### src/rtl/base_pkg.sv
// -----------------------------------------------------------------------------
// base_pkg
// Shared helpers for the base-item width converters.
//   log2   : ceiling log2, with log2(1) = 0 (same definition as the base RAM)
//   maxInt : larger of two integers
//   minInt : smaller of two integers
// The packed buffer entry {data, count, last} depends on the converter's
// WIDTHI/CNTW parameters, so it is declared next to its storage in
// base_unpack_fifo.
// -----------------------------------------------------------------------------
package base_pkg;

   function automatic int log2(input int n);
      int r;
      r = 0;
      while ((1 << r) < n) begin
         r++;
      end
      return r;
   endfunction

   function automatic int maxInt(input int a, input int b);
      return (a > b) ? a : b;
   endfunction

   function automatic int minInt(input int a, input int b);
      return (a < b) ? a : b;
   endfunction

endpackage

### src/rtl/base_unpack_fifo.sv
// -----------------------------------------------------------------------------
// base_unpack_fifo
// Two-entry synchronous FIFO of {data, count, last} words.
// Ports:
//   clk, reset                 clock, asynchronous active-high reset
//   push, pushData/Count/Last  write request and entry (ignored when full)
//   pop                        remove head entry (ignored when empty)
//   full, empty                registered occupancy flags
//   headData/Count/Last        oldest entry, valid while !empty
// Only pointers and occupancy are reset; entry storage is qualified by
// occupancy and never observed while empty.
// -----------------------------------------------------------------------------
module base_unpack_fifo #(
   parameter int DATA_W = 32,
   parameter int CNT_W  = 2
) (
   input  logic              clk,
   input  logic              reset,
   input  logic              push,
   input  logic [DATA_W-1:0] pushData,
   input  logic [CNT_W-1:0]  pushCount,
   input  logic              pushLast,
   input  logic              pop,
   output logic              full,
   output logic              empty,
   output logic [DATA_W-1:0] headData,
   output logic [CNT_W-1:0]  headCount,
   output logic              headLast
);

   typedef struct packed {
      logic [DATA_W-1:0] data;
      logic [CNT_W-1:0]  count;
      logic              last;
   } entry_t;

   entry_t     mem [2];
   logic       wrPtr;
   logic       rdPtr;
   logic [1:0] occ;
   logic       doPush;
   logic       doPop;

   assign full   = (occ == 2'd2);
   assign empty  = (occ == 2'd0);
   assign doPush = push && !full;
   assign doPop  = pop && !empty;

   always_ff @(posedge clk or posedge reset) begin
      if (reset) begin
         wrPtr <= 1'b0;
         rdPtr <= 1'b0;
         occ   <= 2'd0;
      end else begin
         if (doPush) wrPtr <= ~wrPtr;
         if (doPop)  rdPtr <= ~rdPtr;
         // Push and pop together leave occupancy unchanged.
         case ({doPush, doPop})
            2'b10:   occ <= occ + 2'd1;
            2'b01:   occ <= occ - 2'd1;
            default: occ <= occ;
         endcase
      end
   end

   always_ff @(posedge clk) begin
      if (doPush) begin
         mem[wrPtr] <= '{data: pushData, count: pushCount, last: pushLast};
      end
   end

   assign headData  = mem[rdPtr].data;
   assign headCount = mem[rdPtr].count;
   assign headLast  = mem[rdPtr].last;

endmodule

### src/rtl/base_unpacker.sv
// -----------------------------------------------------------------------------
// base_unpacker
// Width-down converter: accepts WIDTHI-bit packed words and emits WIDTHO-bit
// items LSB-first, one per cycle, each tagged with its index in the packet.
// Ports:
//   clk, reset      clock, asynchronous active-high reset
//   in_valid/ready  word handshake (in_ready from registered occupancy only)
//   in_data         packed items, item k at bits [(k+1)*WIDTHO-1 : k*WIDTHO]
//   in_count        number of valid items in the word minus 1
//   in_last         word closes a packet
//   out_valid/ready item handshake
//   out_data        current item (0 while nothing is buffered)
//   out_last        final item of the packet
//   out_index       0-based item position within the packet, modulo 2^LENW
// All out_* are driven from the buffer, sub counter and index counter, so no
// input port reaches an output combinationally.
// -----------------------------------------------------------------------------
module base_unpacker
   import base_pkg::*;
#(
   parameter int  WIDTHI = 32,
   parameter int  WIDTHO = 8,
   parameter int  LENW   = 16,
   localparam int RATIO  = WIDTHI / WIDTHO,
   localparam int CNTW   = maxInt(1, log2(RATIO))
) (
   input  logic              clk,
   input  logic              reset,
   input  logic              in_valid,
   output logic              in_ready,
   input  logic [WIDTHI-1:0] in_data,
   input  logic [CNTW-1:0]   in_count,
   input  logic              in_last,
   output logic              out_valid,
   input  logic              out_ready,
   output logic [WIDTHO-1:0] out_data,
   output logic              out_last,
   output logic [LENW-1:0]   out_index
);

   logic              full;
   logic              empty;
   logic [WIDTHI-1:0] headData;
   logic [CNTW-1:0]   headCount;
   logic              headLast;
   logic [CNTW-1:0]   sub;
   logic [LENW-1:0]   idx;
   logic [WIDTHO-1:0] item;
   logic              lastOfWord;
   logic              fire;
   logic              popHead;

   base_unpack_fifo #(
      .DATA_W (WIDTHI),
      .CNT_W  (CNTW)
   ) u_fifo (
      .clk       (clk),
      .reset     (reset),
      .push      (in_valid),
      .pushData  (in_data),
      .pushCount (in_count),
      .pushLast  (in_last),
      .pop       (popHead),
      .full      (full),
      .empty     (empty),
      .headData  (headData),
      .headCount (headCount),
      .headLast  (headLast)
   );

   assign in_ready   = !full;
   assign out_valid  = !empty;
   assign lastOfWord = (sub == headCount);
   assign fire       = out_valid && out_ready;
   // Popping on the word's last item lets the next word present item 0 in
   // the very next cycle, so consecutive words stream without bubbles.
   assign popHead    = fire && lastOfWord;

   // Output mux: item 'sub' of the head word.
   always_comb begin
      item = '0;
      for (int k = 0; k < RATIO; k++) begin
         if (CNTW'(k) == sub) begin
            item = headData[k*WIDTHO +: WIDTHO];
         end
      end
   end

   // Masking with out_valid keeps the outputs at 0 while the buffer is empty,
   // which includes the cycles right after reset.
   assign out_data  = out_valid ? item : '0;
   assign out_last  = out_valid && headLast && lastOfWord;
   assign out_index = idx;

   always_ff @(posedge clk or posedge reset) begin
      if (reset) begin
         sub <= '0;
         idx <= '0;
      end else if (fire) begin
         sub <= lastOfWord ? '0 : sub + CNTW'(1);
         idx <= out_last ? '0 : idx + LENW'(1);
      end
   end

endmodule
### config.mk
export PLATFORM = sky130hd
export DESIGN_NAME = base_unpacker
export DESIGN_NICKNAME = d
export VERILOG_FILES = /design/src/rtl/base_pkg.sv /design/src/rtl/base_unpack_fifo.sv /design/src/rtl/base_unpacker.sv
export SDC_FILE = /design/constraint.sdc
export NUM_CORES = 1
export LEC_CHECK = 0
export BUFFER_PORTS_ARGS = -buffer_cell sky130_fd_sc_hd__buf_2
export CORE_MARGIN = 2
export CORE_UTILIZATION = 34
export DETAILED_ROUTE_END_ITERATION = 8
export SETUP_SLACK_MARGIN = 0.02
export SLEW_MARGIN = 10
export SYNTH_ARGS = -nofsm -noshare
export SYNTH_HDL_FRONTEND = slang
export SYNTH_SLANG_ARGS = --single-unit
export TNS_END_PERCENT = 20
### constraint.sdc
create_clock -name clk -period 3.4 [get_ports clk]
set_input_delay 0.68 -clock clk [delete_from_list [all_inputs] [get_ports clk]]
set_output_delay 0.68 -clock clk [all_outputs]
set_load 0.02 [all_outputs]
==> impl_results.md <==
* Pleak at 1.85 nW
* Unique cell type count in the Yosys netlist at 37
* CTS H-Tree Depth at 3
* Setup-failing EPs final at 0
* PwrDens at 873 nW/µm²
* Core Rows at 39
* Final nets at 384
* Worst path slowest cell: dfrtp_1
* Worst-path fanout max at 9
* R2R cell count at 7
* DR pass1 iterations at 4
* Complex-gate fraction of the synthesized area at 7.10%
* Synth Area in Adders at 1.89%
* Worst-path clk slew at 60 ps
* Share of cells above drive strength 1 at 31.4%
* Vias in the first global route at 2413
* Syn_area_per_cell at 14.7 µm²
* Reg-to-Reg Start: u_fifo.rdPtr$_DFFE_PP0P_
* Mux cell area share after synthesis at 9.34%
* Yosys reg bits at 92
* Crit Path Category: reg -> out
* Clk root buf: clkbuf_16
* Vias/cell at 4.97
* Width of the die at 112 µm
* Grt ovf at 0
* # DRC at 0
* Worst-Margin Slew at 861 ps
* Post-DP HPWL at 5.28 mm
* Max_slew headroom at 42.5%
* Period minus WS final at 3030 ps
* Period utilisation layout at 89.2%
* Max rail drop VDD at 516 µV
* Setup slack after layout at 368 ps
* Pins Over Slew Limit at 0
* CP Launch Type: flop
* Die Footprint at 12500 µm²
* Via count at 2427
* Total power at 4.14 mW
* Area Growth Syn to Fin at 19.5%
* Simple-gate area share of the yosys netlist at 8.20%
* Routability congestion estimate from global placement at 0.739
* Initial Util at 34.7%
* Cells after Synth at 270
* Critical Path Sink Type: output pin
* Worst EP required at 2720 ps
* CTS tree: done
* Core Footprint at 11400 µm²
* CP peak stage delay at 420 ps
* DP Worst Slack at 571 ps
* Initial antenna violation count at 0
* R2R setup slack at 1230 ps
* Final Hold Vio Count at 0
* First-pass GRT wire length at 12.8 mm
* Worst Hold Class: in -> async
* CTS buffer count at 9
* Bufs on Longest Clock Path at 2
* Largest net degree at the start of global routing at 36
* Overall Global Routing Usage at 13.3%
* Largest family of logic cells by synthesized area: multiplexers
* CP Data Arrival Time at 2350 ps
* Drt wl/cell at 16.2 µm
* Post-DRT Antenna Nets at 0
* Final Routed Wirelength at 7.92 mm
* Crit-path cells: inv_1, ha_1, nor2b_2, a221o_1, a21oi_1, a211oi_1, buf_2
* Reg-to-reg endpoint: u_fifo.occ[1]$_DFFE_PP0P_
* Clock Skew at 4.67 ps
* IO Count at 66
* IO Port Bufs at 65
* Fmax at 0.330 GHz
* Height of the die at 112 µm
* Max-Cap Viols at 0
* Clock latency at the later pin of the worst-skew pair at 340 ps
* Setup TNS at 0 ps
* Warnings, synthesis at 0
* Initial DRC Count at 134
* Seq/Total Area, Yosys at 66.9%
* Post-Syn Area at 3970 µm²
* RSZ-0062 raised after global routing: no
* Syn_nets at 315
* Status: completed
* Hold buffers post-CTS at 0
* Synth Area in XOR/XNOR at 3.97%
* CTS sink cnt at 92
==> worst max-delay path by stage <==
| stage | startpoint | endpoint | slack (ps) |
|---|---|---|---|
| 6_report | sub[1]$_DFFE_PP0N_ | out_data[5] | 370 |
| 3_3_place_gp | sub[1]$_DFFE_PP0N_ | out_data[5] | 680 |
| 3_5_place_dp | sub[1]$_DFFE_PP0N_ | out_data[3] | 570 |
| 5_1_grt | sub[1]$_DFFE_PP0N_ | out_data[7] | 230 |
| 2_1_floorplan | u_fifo.occ[1]$_DFFE_PP0P_ | u_fifo.mem[0][0]$_DFFE_PP_ | 630 |
| 4_1_cts | sub[0]$_DFFE_PP0N_ | out_data[5] | 180 |
==> synth_stat cells, drive strengths merged <==
cell type  number  area (µm²)
o21ai           8        40.0
inv             8        30.0
a221o           8        80.1
buf             8        58.8
nand2          18        67.6
o41ai           1        8.76
a31o            1        8.76
o21a            1        7.51
o211ai          1        12.5
and3            1        6.26
clkbuf          4        15.0
or3             2        12.5
mux2i          19         190
xor2            5        43.8
edfxtp         70        2100
nand2b          2        12.5
a21oi          11        55.1
nand3           2        10.0
nor4            6        67.6
ha              6        75.1
a211oi          8        60.1
mux2           16         180
xnor2          13         114
nand4           5        46.3
or3b            1        8.76
dfrtp          22         551
or2             1        6.26
nor2b           1        6.26
nor3            5        25.0
o2111ai         1        8.76
nor2           15        56.3
==> state kept, by name, summed over array words and instances, names as in the netlist <==
name / count
out_index: 16
sub: 2
u_fifo.mem: 70
u_fifo.occ: 2
u_fifo.rdPtr: 1
u_fifo.wrPtr: 1
==> cells by family (layout without fill, tap and decap cells) <==
group	Yosys count	count (layout)
compound gates	40	40
mux	35	35
buf+inv	20	94
fa+ha+maj	6	6
other cells	0	1
xor+xnor	18	18
simple gates	59	59
flops	92	92
==> stage by stage <==
stage / cell area (µm²) / utilization [%] / instances / hold slack, ps
final: 4740 / 41.5 / 488 / 514
after global routing: 4740 / 41.5 / 487 / 511
after detailed placement: 4440 / 38.9 / 471 / 553
after CTS: 4730 / 41.5 / 487 / 511
after global placement: 4440 / 38.9 / 471 / 531
after floorplan: 3970 / - / 270 / 461
==> layer usage <==
layer  vias up  GRT usage (%)  routed length, µm
li1       1157              -                  -
met1      1198           16.7               3570
met4         0           5.45                121
met2        59           21.3               3850
met3        13           4.19                388
met5         -              0                  0
==> placed cells by master, fill, tap and decap left out, drive strengths merged <==
| master | Yosys | routed |
|---|---|---|
| nand2b | 2 | 2 |
| or3 | 2 | 2 |
| a211oi | 8 | 8 |
| edfxtp | 70 | 70 |
| clkinvlp | 0 | 1 |
| and3 | 1 | 1 |
| mux2 | 16 | 16 |
| xor2 | 5 | 5 |
| o2111ai | 1 | 1 |
| or2 | 1 | 1 |
| nor2 | 15 | 15 |
| diode | 0 | 1 |
| a221o | 8 | 8 |
| xnor2 | 13 | 13 |
| inv | 8 | 9 |
| or3b | 1 | 1 |
| buf | 8 | 70 |
| ha | 6 | 6 |
| nand2 | 18 | 18 |
| o211ai | 1 | 1 |
| nor2b | 1 | 1 |
| a21oi | 11 | 11 |
| dfrtp | 22 | 22 |
| clkbuf | 4 | 10 |
| o21ai | 8 | 8 |
| nor3 | 5 | 5 |
| mux2i | 19 | 19 |
| o21a | 1 | 1 |
| bufinv | 0 | 1 |
| nand4 | 5 | 5 |
| o41ai | 1 | 1 |
| nand3 | 2 | 2 |
| clkinv | 0 | 3 |
| nor4 | 6 | 6 |
| a31o | 1 | 1 |
==> worst max-delay path, delay by kind of cell, from the launching register on <==
kind / cells / cell delay, ps
adders and majority gates: 1 / 330
AOI/OAI and AO/OA: 3 / 560
buffers and inverters: 2 / 310
and+or+nand+nor: 1 / 400
DFF: 1 / 420
==> area by class of cell <==
class                      instances  area, µm²
fill                            1081       6680
sequential                        92       2650
multi-input combinational        158       1220
timing repair buffer              70        363
clock buffer                      10        229
tap                              143        179
clock inverter                     6       63.8
inverter                           8       30.0
antenna                            1       2.50
==> where the power goes <==
part | internal, mW | switching (mW)
clock | 0.570 | 0.416
sequential | 1.51 | 0.143
combinational | 0.578 | 0.921
total | 2.66 | 1.48
==> repair_timing <==
| item | in CTS | in global routing |
|---|---|---|
| endpoints found under the setup margin | 0 | 3 |
| gates resized for setup | 0 | 1 |
| setup buffers | 0 | 0 |
No activity file was read; power rests on OpenSTA's default activity.
